**config.mk**
```make
export PLATFORM = sky130hd
export DESIGN_NAME = video_scanout
export DESIGN_NICKNAME = d
export VERILOG_FILES = /design/src/rtl/video_pkg.sv /design/src/rtl/video_timing.sv /design/src/rtl/video_scanout.sv
export SDC_FILE = /design/constraint.sdc
export NUM_CORES = 1
export LEC_CHECK = 0
export CAP_MARGIN = 20
export CORE_MARGIN = 5
export CORE_UTILIZATION = 45
export DETAILED_ROUTE_END_ITERATION = 16
export DONT_BUFFER_PORTS = 1
export PLACE_DENSITY = 0.64
export SKIP_CTS_REPAIR_TIMING = 1
export SLEW_MARGIN = 20
export SYNTH_ARGS = -nofsm -noshare
export SYNTH_HDL_FRONTEND = slang
export SYNTH_SLANG_ARGS = --single-unit
```
**constraint.sdc**
```tcl
create_clock -name master_clock -period 2.4 [get_ports master_clock]
set_input_delay 0.72 -clock master_clock [delete_from_list [all_inputs] [get_ports master_clock]]
set_output_delay 0.72 -clock master_clock [all_outputs]
set_load 0.005 [all_outputs]
```
**src/rtl/video_pkg.sv**
```systemverilog
// rtl/video_pkg.sv - shared constants for the video scanout block
package video_pkg;

    localparam int MODE_2BPP = 0;
    localparam int MODE_DBL  = 1;

    localparam logic [2:0] SEL_MODE   = 3'd0;
    localparam logic [2:0] SEL_BORDER = 3'd1;
    localparam logic [2:0] SEL_PAL0   = 3'd2;
    localparam logic [2:0] SEL_PAL1   = 3'd3;
    localparam logic [2:0] SEL_PAL2   = 3'd4;
    localparam logic [2:0] SEL_PAL3   = 3'd5;

    localparam logic [3:0] PAL_RST0 = 4'h0;
    localparam logic [3:0] PAL_RST1 = 4'h5;
    localparam logic [3:0] PAL_RST2 = 4'hA;
    localparam logic [3:0] PAL_RST3 = 4'hF;

    localparam int DEF_ADDR_W       = 17;
    localparam int DEF_H_ACTIVE     = 128;
    localparam int DEF_H_SYNC_START = 148;
    localparam int DEF_H_SYNC_END   = 172;
    localparam int DEF_H_TOTAL      = 201;
    localparam int DEF_V_ACTIVE     = 480;
    localparam int DEF_V_SYNC_START = 490;
    localparam int DEF_V_SYNC_END   = 492;
    localparam int DEF_V_TOTAL      = 525;
    localparam bit DEF_HSYNC_POL    = 1'b0;
    localparam bit DEF_VSYNC_POL    = 1'b0;

endpackage

```
**src/rtl/video_timing.sv**
```systemverilog
// rtl/video_timing.sv - byte/line counters, registered syncs and region flags
module video_timing
    import video_pkg::*;
#(
    parameter int H_ACTIVE     = DEF_H_ACTIVE,
    parameter int H_SYNC_START = DEF_H_SYNC_START,
    parameter int H_SYNC_END   = DEF_H_SYNC_END,
    parameter int H_TOTAL      = DEF_H_TOTAL,
    parameter int V_ACTIVE     = DEF_V_ACTIVE,
    parameter int V_SYNC_START = DEF_V_SYNC_START,
    parameter int V_SYNC_END   = DEF_V_SYNC_END,
    parameter int V_TOTAL      = DEF_V_TOTAL,
    parameter bit HSYNC_POL    = DEF_HSYNC_POL,
    parameter bit VSYNC_POL    = DEF_VSYNC_POL,
    parameter int HB_W         = $clog2(H_ACTIVE),
    parameter int VC_W         = $clog2(V_TOTAL)
) (
    input  logic            i_clk,
    input  logic            i_rst_n,
    input  logic            i_step,
    output logic [HB_W-1:0] o_hbyte,
    output logic [VC_W-1:0] o_vcount,
    output logic            o_hsync,
    output logic            o_vsync,
    output logic            o_active,
    output logic            o_border_win
);

    localparam int HC_W = $clog2(H_TOTAL);

    localparam logic [HC_W-1:0] H_ACT  = HC_W'(H_ACTIVE);
    localparam logic [HC_W-1:0] H_SS   = HC_W'(H_SYNC_START);
    localparam logic [HC_W-1:0] H_SE   = HC_W'(H_SYNC_END);
    localparam logic [HC_W-1:0] H_LAST = HC_W'(H_TOTAL - 1);
    localparam logic [VC_W-1:0] V_ACT  = VC_W'(V_ACTIVE);
    localparam logic [VC_W-1:0] V_SS   = VC_W'(V_SYNC_START);
    localparam logic [VC_W-1:0] V_SE   = VC_W'(V_SYNC_END);
    localparam logic [VC_W-1:0] V_LAST = VC_W'(V_TOTAL - 1);

    logic [HC_W-1:0] r_hcount;
    logic [VC_W-1:0] r_vcount;
    logic [HC_W-1:0] w_h_next;
    logic [VC_W-1:0] w_v_next;
    logic            r_hsync;
    logic            r_vsync;

    always_comb begin
        w_h_next = r_hcount + HC_W'(1);
        w_v_next = r_vcount;
        if (r_hcount == H_LAST) begin
            w_h_next = '0;
            w_v_next = (r_vcount == V_LAST) ? '0 : r_vcount + VC_W'(1);
        end
    end

    // Syncs are decoded from the next count so they line up with the new byte.
    always_ff @(posedge i_clk or negedge i_rst_n) begin
        if (!i_rst_n) begin
            r_hcount <= '0;
            r_vcount <= '0;
            r_hsync  <= ~HSYNC_POL;
            r_vsync  <= ~VSYNC_POL;
        end else if (i_step) begin
            r_hcount <= w_h_next;
            r_vcount <= w_v_next;
            r_hsync  <= ((w_h_next >= H_SS) && (w_h_next < H_SE)) ? HSYNC_POL : ~HSYNC_POL;
            r_vsync  <= ((w_v_next >= V_SS) && (w_v_next < V_SE)) ? VSYNC_POL : ~VSYNC_POL;
        end
    end

    assign o_hbyte      = r_hcount[HB_W-1:0];
    assign o_vcount     = r_vcount;
    assign o_hsync      = r_hsync;
    assign o_vsync      = r_vsync;
    assign o_active     = (r_hcount < H_ACT) && (r_vcount < V_ACT);
    assign o_border_win = (r_hcount < H_SS) && (r_vcount < V_SS);

endmodule

```
**src/rtl/video_scanout.sv**
```systemverilog
// rtl/video_scanout.sv - bus slot phasing, fetch addressing and RGBI pixel serialiser
module video_scanout
    import video_pkg::*;
#(
    parameter int ADDR_W       = DEF_ADDR_W,
    parameter int H_ACTIVE     = DEF_H_ACTIVE,
    parameter int H_SYNC_START = DEF_H_SYNC_START,
    parameter int H_SYNC_END   = DEF_H_SYNC_END,
    parameter int H_TOTAL      = DEF_H_TOTAL,
    parameter int V_ACTIVE     = DEF_V_ACTIVE,
    parameter int V_SYNC_START = DEF_V_SYNC_START,
    parameter int V_SYNC_END   = DEF_V_SYNC_END,
    parameter int V_TOTAL      = DEF_V_TOTAL,
    parameter bit HSYNC_POL    = DEF_HSYNC_POL,
    parameter bit VSYNC_POL    = DEF_VSYNC_POL
) (
    input  logic              master_clock,
    input  logic              reset_n,
    output logic              phi2,
    output logic              half,
    output logic [ADDR_W-1:0] video_addr,
    output logic              fetch_latch,
    input  logic [7:0]        data_in,
    input  logic              cpu_wr,
    input  logic [2:0]        cpu_sel,
    input  logic [7:0]        cpu_data,
    output logic              hsync,
    output logic              vsync,
    output logic [3:0]        rgbi,
    output logic              de
);

    localparam int HB_W = $clog2(H_ACTIVE);
    localparam int VC_W = $clog2(V_TOTAL);

    logic [1:0]           r_phase;
    logic [1:0]           r_mode;
    logic [3:0]           r_border;
    logic [3:0]           r_pal [4];
    logic [3:0]           r_pix [4];
    logic                 r_slot_active;
    logic [3:0]           r_slot_color;
    logic [3:0]           r_rgbi;
    logic                 r_de;

    logic [HB_W-1:0]      w_hbyte;
    logic [VC_W-1:0]      w_vcount;
    logic [VC_W-1:0]      w_row;
    logic [VC_W+HB_W-1:0] w_addr_full;
    logic                 w_active;
    logic                 w_border_win;
    logic                 w_step;
    logic                 w_capture;
    logic [3:0]           w_new_pix [4];
    logic                 w_unused_data;

    assign w_step    = (r_phase == 2'd3);
    assign w_capture = (r_phase == 2'd1);

    video_timing #(
        .H_ACTIVE    (H_ACTIVE),
        .H_SYNC_START(H_SYNC_START),
        .H_SYNC_END  (H_SYNC_END),
        .H_TOTAL     (H_TOTAL),
        .V_ACTIVE    (V_ACTIVE),
        .V_SYNC_START(V_SYNC_START),
        .V_SYNC_END  (V_SYNC_END),
        .V_TOTAL     (V_TOTAL),
        .HSYNC_POL   (HSYNC_POL),
        .VSYNC_POL   (VSYNC_POL),
        .HB_W        (HB_W),
        .VC_W        (VC_W)
    ) u_timing (
        .i_clk       (master_clock),
        .i_rst_n     (reset_n),
        .i_step      (w_step),
        .o_hbyte     (w_hbyte),
        .o_vcount    (w_vcount),
        .o_hsync     (hsync),
        .o_vsync     (vsync),
        .o_active    (w_active),
        .o_border_win(w_border_win)
    );

    assign w_row       = r_mode[MODE_DBL] ? (w_vcount >> 1) : w_vcount;
    assign w_addr_full = {w_row, w_hbyte};
    assign video_addr  = ADDR_W'(w_addr_full);

    // Palette lookup happens at capture, so later palette writes never touch a byte in flight.
    always_comb begin
        if (r_mode[MODE_2BPP]) begin
            w_new_pix[0] = r_pal[data_in[7:6]];
            w_new_pix[1] = r_pal[data_in[5:4]];
            w_new_pix[2] = r_pal[data_in[3:2]];
            w_new_pix[3] = r_pal[data_in[1:0]];
        end else begin
            w_new_pix[0] = data_in[7:4];
            w_new_pix[1] = data_in[7:4];
            w_new_pix[2] = data_in[3:0];
            w_new_pix[3] = data_in[3:0];
        end
    end

    always_ff @(posedge master_clock or negedge reset_n) begin
        if (!reset_n) begin
            r_phase  <= 2'd0;
            r_mode   <= 2'd0;
            r_border <= 4'h0;
            r_pal[0] <= PAL_RST0;
            r_pal[1] <= PAL_RST1;
            r_pal[2] <= PAL_RST2;
            r_pal[3] <= PAL_RST3;
            for (int i = 0; i < 4; i++) r_pix[i] <= 4'h0;
            r_slot_active <= 1'b0;
            r_slot_color  <= 4'h0;
            r_rgbi        <= 4'h0;
            r_de          <= 1'b0;
        end else begin
            r_phase <= r_phase + 2'd1;
            if (w_step && cpu_wr) begin
                case (cpu_sel)
                    SEL_MODE:   r_mode   <= cpu_data[1:0];
                    SEL_BORDER: r_border <= cpu_data[3:0];
                    SEL_PAL0:   r_pal[0] <= cpu_data[3:0];
                    SEL_PAL1:   r_pal[1] <= cpu_data[3:0];
                    SEL_PAL2:   r_pal[2] <= cpu_data[3:0];
                    SEL_PAL3:   r_pal[3] <= cpu_data[3:0];
                    default: ;
                endcase
            end
            // First pixel bypasses the shifter so it shows in phase 2 of the same slot.
            if (w_capture) begin
                r_pix         <= w_new_pix;
                r_slot_active <= w_active;
                r_slot_color  <= w_border_win ? r_border : 4'h0;
                r_de          <= w_active;
                r_rgbi        <= w_active ? w_new_pix[0] : (w_border_win ? r_border : 4'h0);
            end else begin
                r_de   <= r_slot_active;
                r_rgbi <= r_slot_active ? r_pix[r_phase - 2'd1] : r_slot_color;
            end
        end
    end

    assign phi2          = r_phase[1];
    assign half          = r_phase[0];
    assign fetch_latch   = w_capture;
    assign rgbi          = r_rgbi;
    assign de            = r_de;
    assign w_unused_data = ^cpu_data[7:4];

endmodule
```
# After elaboration in Yosys (flattened, before gate mapping)
# Index checks and enable logic that the tools add are counted.
totals:
  regBits: 69
  latchBits: 0
  mem_bits_rw: 0
  mem_bits_ro: 0
  input_bits: 22
  word_cells: 87
  memories: 0
op_classes:
  addsub: 4
  multipliers: 0
  n_div: 0
  order_cmp: 13
  eq_ne: 9
  shift: 0
  muxes: 26
  bitwise: 5
  reduce_logical: 12
op_table:
  columns: ["op", "count"]
  rows:
  - ["4-bit two-way mux", 14]
  - ["4-bit binary-select mux with 2-bit select", 5]
  - ["10-bit by 9-bit < comparator with 1-bit output, second input constant", 3]
  - ["10-bit two-way mux", 3]
  - ["8-bit < comparator, second input constant", 3]
  - ["16-bit two-way mux", 1]
  - ["3-bit greater-or-equal comparator, second input constant", 5]
  - ["2-bit NOT with 3-bit output", 5]
  - ["2-bit AND reduction", 6]
  - ["10-bit by 1-bit adder with 10-bit output, second input constant", 1]
  - ["10-bit == test, second input constant", 1]
  - ["10-bit by 9-bit greater-or-equal comparator with 1-bit output, second input constant", 1]
  - ["8-bit by 1-bit adder with 8-bit output, second input constant", 1]
  - ["8-bit == test, second input constant", 1]
  - ["8-bit greater-or-equal comparator, second input constant", 1]
  - ["8-bit two-way mux", 1]
  - ["3-bit by 2-bit == test with 1-bit output, second input constant", 2]
  - ["3-bit == test, second input constant", 2]
  - ["1-bit logical AND", 5]
  - ["3-bit by 1-bit == test with 1-bit output, second input constant", 1]
  - ["3-bit zero test", 1]
  - ["2-bit by 1-bit adder with 2-bit output, second input constant", 1]
  - ["2-bit by 1-bit == test with 1-bit output, second input constant", 1]
  - ["2-bit == test, second input constant", 1]
  - ["2 further kinds", 3]

# Depth between registers and ports, before layout
depth:
  depth_word: 7
  mapped_depth: 9
  mapped_depth_nobuf: 8

# Modules after synthesis
# A second synthesis with hierarchy kept.
hier_totals:
  cells_unflattened: 405
  area_unflattened_um2: 4231.6
by_module_without_submodules:
  columns: ["module", "instances", "cells_each", "area_each_um2", "seq_area_each_um2"]
  rows:
  - ["video_scanout", 1, 224, 2695.1, 1236.2]
  - ["video_timing", 1, 181, 1536.5, 503.0]

# Least setup slack after synthesis
# OpenSTA, ideal clock, no wires.
synth_path:
  path_type: "input-to-reg"
  start: "input port data_in[6]"
  end: "register r_rgbi[0] (netlist: rgbi[0])"
  setup_time_ns: 0.124
  t_arrival_ns: 1.839
  t_required_ns: 2.276
  slack_ns: 0.436
  stages: 6
  n_path_buf: 1
  cell_sequence: "buf_2 mux4_2 a21oi_1 o21ai_0 a31oi_1 nor2_1"
synth_via:
  elab_chain_len: 7
synth_rtl:
  columns: ["item", "line", "source"]
  rows:
  - ["from (decl)", "video_scanout.sv:23", "input logic [7:0] data_in,"]
  - ["2-bit NOT with 3-bit output (not written as such)", "video_scanout.sv:92", "w_new_pix[0] = r_pal[data_in[7:6]];"]
  - ["4-bit binary-select mux with 2-bit select", "video_scanout.sv:92", null]
  - ["4-bit two-way mux (not written as such) (2 in series)", "video_scanout.sv:92", null]
  - ["16-bit two-way mux", "video_scanout.sv:91", "if (r_mode[MODE_2BPP]) begin"]
  - ["4-bit two-way mux", "video_scanout.sv:137", "r_rgbi <= w_active ? w_new_pix[0] : (w_border_win ? r_border : 4'h0);"]
  - ["4-bit two-way mux", "video_scanout.sv:132", "if (w_capture) begin"]
  - ["to (signal assigned)", "video_scanout.sv:137", null]
  - ["to (signal assigned)", "video_scanout.sv:140", "r_rgbi <= r_slot_active ? r_pix[r_phase - 2'd1] : r_slot_color;"]
  - ["to (decl)", "video_scanout.sv:43", "logic [3:0] r_rgbi;"]
# No other way between the ends. The select of a mux whose other input is x is not followed.
# A chain may end at the register's enable or synchronous reset.

# Final worst setup path
layout_path:
  start: "register r_mode[1]"
  end: "output port video_addr[14]"
layout_via:
  elab_chain_len: 1
layout_rtl:
  columns: ["item", "line", "source"]
  rows:
  - ["from (decl)", "video_scanout.sv:37", "logic [1:0] r_mode;"]
  - ["from (signal assigned)", "video_scanout.sv:122", "SEL_MODE: r_mode <= cpu_data[1:0];"]
  - ["10-bit two-way mux", "video_scanout.sv:85", "assign w_row = r_mode[MODE_DBL] ? (w_vcount >> 1) : w_vcount;"]
  - ["to (decl)", "video_scanout.sv:21", "output logic [ADDR_W-1:0] video_addr,"]
# No other way between the ends.

==> results.sh <==
export IMPL_outcome="finished, final reports clean"
export IMPL_grt_usage_pct=16.5
export IMPL_cts_buffers_inserted=9
export IMPL_crit_start="r_mode[1]"
export IMPL_nets=421
export IMPL_drt_total_wl_um=8670
export IMPL_grt_max_degree=70
export IMPL_synth_edff_count=0
export IMPL_clk_latency_ns=0.34
export IMPL_antenna_found_initial=0
export IMPL_grt_pass1_wl_um=14900
export IMPL_hold_class="in2async"
export IMPL_clk_pin_slew_ns=0.08
export IMPL_layout_common_cells="dfrtp_1 (59), nor2_1 (37), a21oi_1 (33)"
export IMPL_fmax_mhz=482
export IMPL_firstDrtPassIters=5
export IMPL_first_global_vias=2862
export IMPL_clock_sinks=69
export IMPL_crit_family="flip-flops"
export IMPL_r2r_end="u_timing.o_vsync"
export IMPL_finClkSkew_ns=0.0112
export IMPL_htree_levels=3
export IMPL_fin_crit_sh_pct=86.4
export IMPL_drc=0
export IMPL_routed_via_density=5.87
export IMPL_fin_crit_ns=2.07
export IMPL_initial_core_util_pct=45.5
export IMPL_critPathBufInv=0
export IMPL_maxCapViolations=0
export IMPL_mostFrequentLayoutCell="dfrtp_1"
export IMPL_diodes=0
export IMPL_drtIter0Drc=180
export IMPL_ys_ff_latch=69
export IMPL_setup_violations=0
export IMPL_core_area_um2=9060
export IMPL_hold_violations=0
export IMPL_cp_max_fo=14
export IMPL_finalSetupTns_ns=0
export IMPL_drv_slew=0
export IMPL_syn2layout_area_growth_pct=7.10
export IMPL_total_power_mw=2.91
export IMPL_rsz0062_at_grt="no"
export IMPL_drive_gt1_share_pct=23.1
export IMPL_crit_path_top_delay_cell="dfrtp_1"
export IMPL_synth_area_top_cells="dfrtp_1 (36%), mux4_2 (9.8%), mux2_2 (8.5%), dfstp_2 (6.4%), a21oi_1 (4.0%)"
export IMPL_cellLeakagePower_nw=1.78
export IMPL_detail_route_antenna_nets=0
export IMPL_fillCellCount=836
export IMPL_synth_cells=408
export IMPL_syn_nets=436
export IMPL_vdd_drop_max_v=0.000312
export IMPL_wl_per_cell_um=17.0
export IMPL_hpwl_um=6170
export IMPL_synth_flop_cell="dfrtp_1"
export IMPL_max_slew_margin_pct=49.7
export IMPL_netlist_area_um2=4120
export IMPL_die_y_um=106
export IMPL_overflow=0
export IMPL_tightest_slew_ns=0.755
export IMPL_synth_avg_cell_area_um2=10.1
export IMPL_port_buffer_count=0
export IMPL_slowest_delay_ns=0.60
export IMPL_die_area_um2=11200
export IMPL_power_per_cell_area_nw_per_um2=659
export IMPL_synth_top_cell_area_share_pct=35.8
export IMPL_synth_async_reset_ratio_pct=100
export IMPL_cp_required_ns=1.68
export IMPL_cp_end_kind="output port"
export IMPL_arrival_ns=1.35
export IMPL_reg2reg_depth=7
export IMPL_clockBufferDepth=2
export IMPL_r2r_start="u_timing.r_hcount[0]"
export IMPL_crit_type="reg2out"
export IMPL_yosysTopAreaCell="dfrtp_1"
export IMPL_tritoncts="done"
export IMPL_place_congestion=0.861
export IMPL_ys_types=55
export IMPL_cp_cell_sequence="mux2_2"
export IMPL_die_width_um=106
export IMPL_num_rows=35
export IMPL_cp_num_cells=1
export IMPL_ys_warnings_count=0
export IMPL_ys_seq_area_share_pct=42.2
export IMPL_vias=2987
export IMPL_root_buffer="clkbuf_8"
export IMPL_rrSetupSlack_ns=0.38
export IMPL_crit_path_start_kind="flip-flop"
export IMPL_io_pins=49
[stage by stage]
stage          std cells  setup WS (ns)  hold slack, ns  area [um2]  util (%)
6_report             509          0.327          0.0646        4420      48.7
5_1_grt              509          0.147          0.0328        4420      48.7
4_1_cts              509          0.290          0.0415        4420      48.7
3_5_place_dp         493          0.413           0.427        4150      45.7
3_3_place_gp         493          0.421           0.426        4150      45.7
2_1_floorplan        408          0.436           0.424        4120         -
[cell families after synthesis]
group | after synthesis | synth area share, %
and+or+nand+nor | 125 | 15.4
adders and majority gates | 6 | 1.82
buffers and inverters | 50 | 5.92
DFF | 69 | 42.2
xor gates and xnor gates | 7 | 1.49
muxes | 54 | 19.5
AOI/OAI and AO/OA | 97 | 13.7
[worst register-to-register path, cell delays in order, from the launching register on]
cell      delay (ns)
dfrtp_1         0.44
inv_1           0.11
ha_1            0.17
nand4b_1        0.17
or2_0           0.43
o21a_1          0.26
nor4b_2         0.24
a31oi_1         0.12
[worst max path at each step]
stage / end
final: video_addr[14]
after global routing: u_timing.o_vcount[6]
after CTS: video_addr[14]
after detailed placement: u_timing.o_vsync
after global placement: u_timing.o_vsync
after floorplan: rgbi[0]
[power by group]
group / internal [mW] / switching, mW
clock network: 0.803 / 0.468
registers: 1.28 / 0.107
logic: 0.174 / 0.0765
[synth_stat cells (all sizes together), types with 12 or more instances]
master	instances
a21oi	33
buf	20
clkbuf	16
dfrtp	59
inv	14
mux2	31
mux4	18
nand2	29
nand3	15
nor2	37
nor2b	12
o21ai	30
[state kept, by name, summed over array words and instances (netlist names)]
register	cells
de	1
u_timing.o_vcount	10
r_pix	16
r_border	4
r_phase	2
u_timing.o_vsync	1
r_mode	2
r_pal	16
r_slot_color	4
u_timing.o_hsync	1
rgbi	4
u_timing.r_hcount	8
[layout make-up]
| cell class | count | area [um2] | area share (%) |
|---|---|---|---|
| clock buffer | 9 | 124 | 2.80 |
| clock inverter | 7 | 146 | 3.31 |
| inverter | 14 | 52.6 | 1.19 |
| multi-input combinational | 289 | 2140 | 48.5 |
| sequential | 69 | 1740 | 39.4 |
| tap | 111 | 139 | 3.14 |
| timing repair buffer | 10 | 75.1 | 1.70 |
[metal layers]
layer / global-route usage (%) / wire, um / part of all wire [%] / up-vias
met3: 4.65 / 458 / 5.3 / 4
met5: 0 / 0 / 0 / -
li1: - / - / - / 1449
met1: 22.9 / 4060 / 47 / 1479
met2: 25.1 / 4080 / 47 / 55
met4: 5.00 / 74 / 0.85 / 0
Note: power is estimated with default switching activity, not from simulation.
